### config.mk
export PLATFORM = sky130hd
export DESIGN_NAME = sync_sequencer
export DESIGN_NICKNAME = d
export VERILOG_FILES = /design/src/rtl/sync_sequencer.sv
export SDC_FILE = /design/constraint.sdc
export NUM_CORES = 1
export LEC_CHECK = 0
export ABC_AREA = 1
export BUFFER_PORTS_ARGS = -buffer_cell sky130_fd_sc_hd__buf_2
export CORE_ASPECT_RATIO = 1.5
export CORE_UTILIZATION = 53
export DETAILED_ROUTE_END_ITERATION = 10
export PLACE_DENSITY = 0.86
export SYNTH_ARGS = -nofsm -noshare
export SYNTH_HDL_FRONTEND = slang
export SYNTH_SLANG_ARGS = --single-unit
### constraint.sdc
create_clock -name mclk -period 1.49 [get_ports mclk]
set_input_delay 0.0745 -clock mclk [delete_from_list [all_inputs] [get_ports mclk]]
set_output_delay 0.0745 -clock mclk [all_outputs]
set_load 0.005 [all_outputs]
### src/rtl/sync_sequencer.sv
// sync_sequencer: master H/V timing for the video chain. Owns the line and frame
// counters, decodes hreset/vreset, and keeps the H/V blank latches plus the
// active-low sync pulses derived from them. Pixel advance is qualified by clk_en;
// the blank latches update on every mclk edge.
module sync_sequencer #(
  parameter int H_TOTAL = 455,
  parameter int V_TOTAL = 262,
  parameter int HB_END  = 80
) (
  input  logic       mclk,
  input  logic       reset,
  input  logic       clk_en,
  output logic [8:0] hcount,
  output logic [8:0] vcount,
  output logic       hreset,
  output logic       vreset,
  output logic       hblank,
  output logic       _hblank,
  output logic       vblank,
  output logic       _vblank,
  output logic       _hsync,
  output logic       _vsync
);

  localparam logic [8:0] H_LAST = 9'(H_TOTAL - 1);
  localparam logic [8:0] V_LAST = 9'(V_TOTAL - 1);
  localparam logic [8:0] HB_CLR = 9'(HB_END);

  // Counters are 9 bits wide; the blank-clear decode must land inside the line
  // and vblank clears on vcount[4], so a frame needs at least 17 lines.
  generate
    if (H_TOTAL > 512 || H_TOTAL < HB_END + 1 || HB_END < 0) begin : g_bad_h
      $error("sync_sequencer: H_TOTAL/HB_END out of range");
    end
    if (V_TOTAL > 512 || V_TOTAL < 17) begin : g_bad_v
      $error("sync_sequencer: V_TOTAL out of range");
    end
  endgenerate

  // End-of-line / end-of-frame decodes from the registered counters; each is
  // held for the whole clk_en period in which the counter sits at its last value.
  assign hreset = (hcount == H_LAST);
  assign vreset = hreset && (vcount == V_LAST);

  // Pixel and line counters; both wrap on the same edge at end of frame.
  always_ff @(posedge mclk or posedge reset) begin
    if (reset) begin
      hcount <= '0;
      vcount <= '0;
    end else if (clk_en) begin
      if (hreset) begin
        hcount <= '0;
        if (vreset) begin
          vcount <= '0;
        end else begin
          vcount <= vcount + 9'd1;
        end
      end else begin
        hcount <= hcount + 9'd1;
      end
    end
  end

  // Horizontal blank latch: set on the last pixel of a line, cleared at HB_END.
  // Not qualified by clk_en, so it follows the decode one mclk later.
  always_ff @(posedge mclk or posedge reset) begin
    if (reset) begin
      hblank <= 1'b1;
    end else if (hreset) begin
      hblank <= 1'b1;
    end else if (hcount == HB_CLR) begin
      hblank <= 1'b0;
    end
  end

  // Vertical blank latch: set on the last pixel of the frame, cleared once the
  // line count reaches 16 (vcount[4]); set wins if both are present.
  always_ff @(posedge mclk or posedge reset) begin
    if (reset) begin
      vblank <= 1'b1;
    end else if (vreset) begin
      vblank <= 1'b1;
    end else if (vcount[4]) begin
      vblank <= 1'b0;
    end
  end

  // Complements and sync pulses are pure decodes of registered state.
  assign _hblank = ~hblank;
  assign _vblank = ~vblank;
  assign _hsync  = ~(hblank & hcount[5] & ~hcount[6]);
  assign _vsync  = ~(vblank & vcount[2] & ~vcount[3]);

endmodule

==> results by stage, run 1 <==
Status:
- The run finished with clean final reports.

Floorplan:
- The core region is 2260 um^2.
- The chip height is 62.5 um.
- The cell row count is 21.
- 29 I/O pins were placed.
- The initial standard-cell utilization of the core is 0.573.
- The die width is 42.4 um.
- The floorplan step defined a die boundary enclosing 2650 um^2.

Timing:
- The max-slew violation count was 0.
- The transition time at the pin with the least slew margin is 0.268 ns.
- The worst pin sits at a relative slew slack of 0.820.
- The number of failing hold endpoints at the final stage is 0.
- The maximum clock frequency is 686 MHz.
- The minimum hold slack is 0.181 ns.
- The clock skew after layout is 0.00152 ns.
- Counting I/O delays and the setup requirement, the final critical path takes 1.46 ns.
- The share of the clock period used by the worst path after layout is 0.979.
- Setup violations remaining at the end of the flow were counted as 0.
- Setup repair after global routing could not meet its margin everywhere.

Setup path:
- The nature of the critical path endpoint is an output port.
- The critical path's top delay family is flip-flops.
- Together, buffers and inverters on the worst path number 2.
- The endpoint of the worst-slack reg-to-reg timing path is vcount[0].
- STA classifies the critical path startpoint as a register.
- The largest driver fanout on the critical path is 4.
- Measured in cells, the most critical reg-to-reg path has a length of 9.
- The critical path goes through inv_1 -> ha_1 -> nand4_1 -> nor3_2 -> buf_2.
- For this design, the slowest cell found on the critical path is sky130_fd_sc_hd__dfrtp_1.
- The endpoint arrival time on the critical path is 1.38 ns.
- The startpoint of the most critical register-to-register path is hcount[0].
- STA puts the critical path data required time at 1.42 ns.
- The minimum setup slack among reg-to-reg paths is 0.07 ns.
- The critical path start-end classification is register to output port.
- The largest single stage delay on the critical path is 0.43 ns.

Global routing:
- The via count of the first global-routing pass is 1200.
- For this run, global-route usage on met3 was measured as 0.0173.
- The fraction of met2 tracks used by global routing is 0.462.
- The largest net degree at the start of global routing is 21.
- The total global routing track utilization is 0.251.
- The first global-routing pass estimated 5220 um of wire.
- The initial antenna violation count is 0.
- In the global route stage, met1 resource usage came out at 0.289.
- After global routing the overflow that remains totals 0.
- The global routing's busiest layer is met2.

Drt:
- For this run, design rule violations remaining after detail routing come to 0.
- Dividing the detail-routed wire length by the instance count gives 12.4 um.
- The count of vias placed by the detailed router is 1340.
- The aggregate routed wire length is 3160 um.
- The antenna violation net count after detailed routing is 0.
- The iteration count of the initial detailed-routing pass is 4.
- The first routing iteration left 34 violations.
- In the routed layout, each cell is associated on average with a via count of 5.28.

Logic synthesis:
- Of the synthesized area, sequential elements account for 0.388.
- Among all flip-flop cells after synthesis, the most frequent one is sky130_fd_sc_hd__dfrtp_1.
- The biggest area contributor in the post-synthesis netlist is sky130_fd_sc_hd__dfrtp_1.
- By count the netlist is led by sky130_fd_sc_hd__nand2_1, sky130_fd_sc_hd__inv_1, sky130_fd_sc_hd__dfrtp_1, sky130_fd_sc_hd__nor2_1, sky130_fd_sc_hd__nand3_1.
- By area the synthesized netlist is led by sky130_fd_sc_hd__dfrtp_1, sky130_fd_sc_hd__nand2_1, sky130_fd_sc_hd__inv_1.
- The synthesized design contains 20 register bits.
- The number of nets in the synthesized netlist is 197.
- Synthesis produced 189 cells.
- The proportion of register bits with asynchronous set or reset after synthesis is 1.00.
- Yosys mapped a number of flops with a built-in enable equal to 0.
- The area share of the leading cell type in the synthesized netlist is 0.348.
- The total of warnings raised by yosys is 0.
- In the post-synthesis netlist, the cell with the most instances is sky130_fd_sc_hd__nand2_1.
- Counting distinct cell types in the post-synthesis netlist gives 21.
- In this run the mean area of a mapped cell was 6.85 um^2.
- The synthesized area is 1290 um^2.

Clocking:
- The post-CTS clock slew at the launch and capture registers of the worst setup and hold paths is 0.11 ns.
- The depth of the CTS H-tree is 1.
- The CTS tree is yes.
- Clock tree synthesis inserted a total of 3 buffers.
- The longest clock path from root to sink contains 2 buffers.
- The insertion delay of the later-clocked pin in the worst-skew pair is 0.29 ns.
- Clock tree synthesis found a total of 20 sinks.
- Clock tree synthesis selected as its root buffer the cell sky130_fd_sc_hd__clkbuf_4.

Placed design:
- The cell count after placement is 244.
- Once placement finished, the instance area stood at 1490 um^2.
- At the end of routability-driven placement, the weighted congestion stood at 0.950.
- The HPWL after detailed placement is 2370 um.
- During placement, the flow inserted port buffers numbering 28.

Final layout:
- After routing the design area is 1620 um^2.
- The net count reported at finish is 240.
- The repair_antennas step left the layout with diodes totalling 0.
- The finished layout holds 254 standard cells, fillers aside.
- The fraction of final layout cells with drive strength greater than 1 is 0.264.
- The area overhead of the layout relative to synthesis is 25.2%.

Worst hold path:
- The type of the worst min-delay path is input pin to register.
- The hold-critical path depth is 3.
- The worst-case hold path end point is hcount[0].
- The critical hold path startpoint is clk_en.

Power and ir drop:
- The areal power density over the cells is 1110 nW/um^2.
- The worst-case IR drop observed on VDD is 0.000596 V.
- The analysis attributes to cell leakage a power of 0.000927 uW.

Job:
- The tool flagged a number of max-cap violations equal to 0.
per-layer routing:
| metal | part of all wire | wire length (um) |
|---|---|---|
| met3 | 0.046 | 144 |
| met2 | 0.55 | 1730 |
| met4 | 0.025 | 80 |
| met1 | 0.38 | 1200 |
| met5 | 0 | 0 |
power breakdown:
part | switching [uW] | internal (uW)
clock | 163 | 149
sequential | 97.0 | 643
combinational | 442 | 304
total | 702 | 1100
layout by cell type (no fill, tap or decap), drive strengths merged, types with 2 or more instances in the layout:
master / instances
o21ai: 7
buf: 40
dfstp: 2
xor2: 2
dfrtp: 18
nand4: 7
inv: 33
clkbuf: 4
ha: 5
nor2: 22
nand3: 16
nand2: 67
nor3: 5
how the worst max path moves through the flow:
stage,depth (start not counted),to,startpoint
final,5,vreset,vcount[1]
after global routing,9,vcount[0],hcount[0]
after CTS,4,vreset,vcount[0]
after detailed placement,8,vcount[6],hcount[0]
after global placement,8,vcount[3],hcount[0]
after floorplan,8,vcount[5],hcount[0]
state kept, by name (all words and copies together) (netlist names):
signal	cells
hcount	9
vblank	1
hblank	1
vcount	9
worst min-delay path, delay by kind of cell:
kind | cells | cell delay [ns]
compound gates | 1 | 0.08
buf+inv | 1 | 0.18
simple gates | 1 | 0.10
through the flow:
stage / total power (uW) / worst slack [ns] / TNS [ns] / utilization
3_3_place_gp: 1380 / 0.135 / 0 / 0.661
5_1_grt: 1910 / -0.0444 / -0.211 / 0.718
3_5_place_dp: 1400 / 0.0919 / 0 / 0.661
2_1_floorplan: 1120 / 0.163 / 0 / -
4_1_cts: 1750 / 0.00941 / 0 / 0.698
6_report: 1800 / 0.0316 / 0 / 0.718
area by class of cell:
type	count	area [um^2]
flip-flops and latches	20	504
inverters	33	124
well taps	23	28.8
repair buffers	41	244
clock buffers	4	36.3
fillers	193	638
multi-input cells	133	684
cell families (layout without fill, tap and decap cells):
family	Yosys count	count (layout)	synth area share
simple gates	118	118	0.404
buf+inv	36	78	0.114
flops	20	20	0.388
compound gates	8	8	0.0319
fa+ha+maj	5	5	0.0483
xor+xnor	2	2	0.0135
timing repair:
item / CTS / global route
hold endpoints to repair: 18 / 0
setup buffers: 4 / 1
pin swaps: 1 / 8
setup endpoints to repair: 2 / 12
hold buffers: 1 / 0
resized for setup: 4 / 8
No activity file was read; power rests on OpenSTA's default activity.
==> inputs of run 2 (changes only) <==
REMOVE_ABC_BUFFERS = 1   (was not set)
==> run 2 against run 1 <==
Compared with the run above: via count increased by 0.22%; core utilization decreased by 0.66 points; maximum frequency decreased by 1.7%; register-to-register slack got worse by 0.02 ns; power decreased by 3.3%; count of clock-buffer cells in the layout unchanged; global-route usage increased by 0.48 points; worst hold slack got worse by 0.038 ns; sequential power decreased by 1%; critical path type unchanged; largest cell class unchanged; highest routed layer unchanged.
==> results by stage, run 2 (synthesis gave the netlist of run 1 again) <==
Status:
- Status: completed (unchanged).

Timing:
- The shortest clock period the worst path allows after layout is 1.48 ns (was 1.46 ns).
- The clock skew after layout is 0.00764 ns (was 0.00152 ns).
- The number of setup violations in the final report is 0 (unchanged).
- The number of failing hold endpoints at the final stage is 0 (unchanged).
- The worst slew margin relative to its limit was 0.803 (was 0.820).
- The transition time at the pin with the least slew margin is 0.293 ns (was 0.268 ns).
- RSZ-0062 raised after global routing: yes (unchanged).
- The maximum clock frequency is 674 MHz (was 686 MHz).
- The post-layout worst setup margin is 0.00700 ns (was 0.0316 ns).
- The max-slew violation count is 0 (unchanged).
- The setup TNS was 0 ns (unchanged).
- The share of the clock period used by the worst path after layout is 0.995 (was 0.979).

Placed design:
- The worst slack at placement is 0.0907 ns (was 0.0919 ns).
- The instance area at placement is 1510 um^2 (was 1490 um^2).
- The weighted congestion at the end of routability-driven global placement is 0.922 (was 0.950).
- The number of I/O port buffers is 28 (unchanged).
- The half-perimeter wire length after detailed placement is 2340 um (was 2370 um).

Setup path:
- The cell with the largest stage delay on the worst path is sky130_fd_sc_hd__dfrtp_1 (unchanged).
- The delay of the slowest cell on the worst path is 0.41 ns (was 0.43 ns).
- The largest driver fanout on the critical path came to 2 (was 4).
- Worst-path cell chain: inv_2 -> ha_4 -> nand2_4 -> nor2_4 -> nand2_2 -> nor3_2 -> buf_2 (was inv_1 -> ha_1 -> nand4_1 -> nor3_2 -> buf_2).
- The critical path launch point type is a register (unchanged).
- The required time of the worst setup path was 1.42 ns (about the same).
- The endpoint arrival time on the critical path is 1.41 ns (was 1.38 ns).
- The nature of the critical path endpoint is an output port (unchanged).
- The count of cells along the worst register-to-register path is 9 (unchanged).
- The startpoint of the most critical register-to-register path is hcount[0] (unchanged).
- The critical path start-end classification is register to output port (unchanged).
- The endpoint of the worst-slack reg-to-reg timing path is vcount[0] (unchanged).
- The minimum setup slack among reg-to-reg paths is 0.05 ns (was 0.07 ns).

Final layout:
- The area overhead of the layout relative to synthesis came to 24.1% (was 25.2%).
- The number of antenna cells inserted is 0 (unchanged).
- Most frequent cells in the layout: sky130_fd_sc_hd__nand2_1, sky130_fd_sc_hd__inv_1, sky130_fd_sc_hd__buf_2 (unchanged).
- The fraction of final layout cells with drive strength greater than 1 is 0.267 (was 0.264).
- The filler cell count is 197 (was 193).
- The net count reported at finish is 241 (was 240).
- Top Registers: hcount (9), vcount (9) (unchanged).
- The post-route standard cell area excluding fillers was 1610 um^2 (was 1620 um^2).
- The commonest non-fill, non-tap cell in the layout is sky130_fd_sc_hd__nand2_1 (unchanged).

Global routing:
- The wire length of the first global-routing pass is 5350 um (was 5220 um).
- The via count of the first global-routing pass is 1263 (was 1200).
- The largest net degree at the start of global routing was 21 (unchanged).
- The total congestion overflow after global routing is 0 (unchanged).
- The total global routing track utilization was 0.255 (was 0.251).
- The initial antenna violation count is 0 (unchanged).

Worst hold path:
- The type of the worst min-delay path is input pin to register (unchanged).
- The hold-critical path depth is 2 (was 3).
- The critical hold path startpoint is clk_en (unchanged).
- The worst-case hold path end point is hcount[1] (was hcount[0]).

Drt:
- The antenna violation net count after detailed routing is 0 (unchanged).
- The aggregate routed wire length is 3030 um (was 3160 um).
- The count of vias placed by the detailed router came to 1343 (was 1340).
- The number of design-rule violations left by the first detailed-router iteration was 37 (was 34).
- The post-detailed-route via-to-cell ratio was 5.27 (was 5.28).
- The number of DRC violations after detailed routing was 0 (unchanged).
- The detail-routed net length per standard cell was 11.9 um (was 12.4 um).
- The iteration count of the initial detailed-routing pass is 4 (unchanged).

Power and ir drop:
- The maximum resistive drop on vdd was 0.000623 V (was 0.000596 V).
- The areal power density over the cells is 1080 nW/um^2 (was 1110 nW/um^2).
- The standby leakage power is 0.000924 uW (was 0.000927 uW).

Clocking:
- The largest buffer count on any clock path is 2 (unchanged).
- The insertion delay of the later-clocked pin in the worst-skew pair came to 0.29 ns (about the same).
- The number of sinks driven by the clock tree was 20 (unchanged).
- The number of buffers created by CTS is 3 (unchanged).
- The post-CTS clock slew at the launch and capture registers of the worst setup and hold paths was 0.11 ns (about the same).
- The CTS tree is yes (unchanged).
- The master cell of the clock root buffer is sky130_fd_sc_hd__clkbuf_4 (unchanged).
- The depth of the CTS H-tree is 1 (unchanged).

Floorplan:
- The chip height came to 62.5 um (unchanged).
- The die footprint is 2650 um^2 (unchanged).
- The cell row count is 21 (unchanged).
- The core footprint is 2260 um^2 (unchanged).
- The die width is 42.4 um (unchanged).
- The initial standard-cell utilization of the core is 0.573 (unchanged).
- The number of top-level pins is 29 (unchanged).

Job:
- The max-cap violation count is 0 (unchanged).
-- run 2: cell types whose count changed in the layout (fill, tap and decap cells not counted), sizes merged --
cell	change
buf	+1
-- run 2: worst max-delay path, delay by kind of cell (launching register included) --
kind	cells	cell delay (ns)
flops	1	0.41
simple gates	4	0.33
buf+inv	2	0.23
fa+ha+maj	1	0.15
-- run 2: what timing repair did --
item	in CTS	in global routing
resized for setup	6	5
setup buffers	3	1
setup endpoints to repair	2	12
hold endpoints to repair	18	0
hold buffers	1	0
pin swaps	1	2
-- run 2: power breakdown --
group | internal, uW | switching [uW] | leakage, uW
logic | 315 | 430 | 0.000666
registers | 646 | 86.6 | 0.000243
clock network | 104 | 156 | 0.0000150
total | 1060 | 673 | 0.000924
-- run 2: worst max-delay path by stage --
stage                         start        end  slack, ns  cells after the start
after floorplan           hcount[0]  vcount[0]       0.08                      8
after global placement    hcount[0]  vcount[0]       0.13                      8
after detailed placement  hcount[0]  vcount[0]       0.09                      8
after CTS                 hcount[0]     vreset     0.0005                      7
after global routing      hcount[0]     vreset      -0.05                      7
final                     hcount[0]     vreset      0.007                      7
-- run 2: per-stage QoR --
step	std cells	total power [uW]	util	hold WS (ns)
2_1_floorplan	186	1110	-	0.0368
3_3_place_gp	246	1400	0.667	0.108
3_5_place_dp	246	1420	0.667	0.115
4_1_cts	254	1720	0.703	0.138
5_1_grt	255	1890	0.711	0.150
6_report	255	1740	0.711	0.143
-- run 2: layout make-up --
type	instances	area [um^2]	area share
repair buffers	42	248	0.154
clock buffers	4	26.3	0.0164
multi-input cells	133	674	0.420
inverters	33	124	0.0771
well taps	23	28.8	0.0179
flip-flops and latches	20	505	0.315
-- run 2: per-layer routing --
layer / track usage / up-vias / wire [um]
met1: 0.291 / 625 / 1250
met5: 0 / - / 0
li1: - / 669 / -
met4: 0.0938 / 0 / 55
met2: 0.479 / 43 / 1620
met3: 0.0173 / 6 / 112
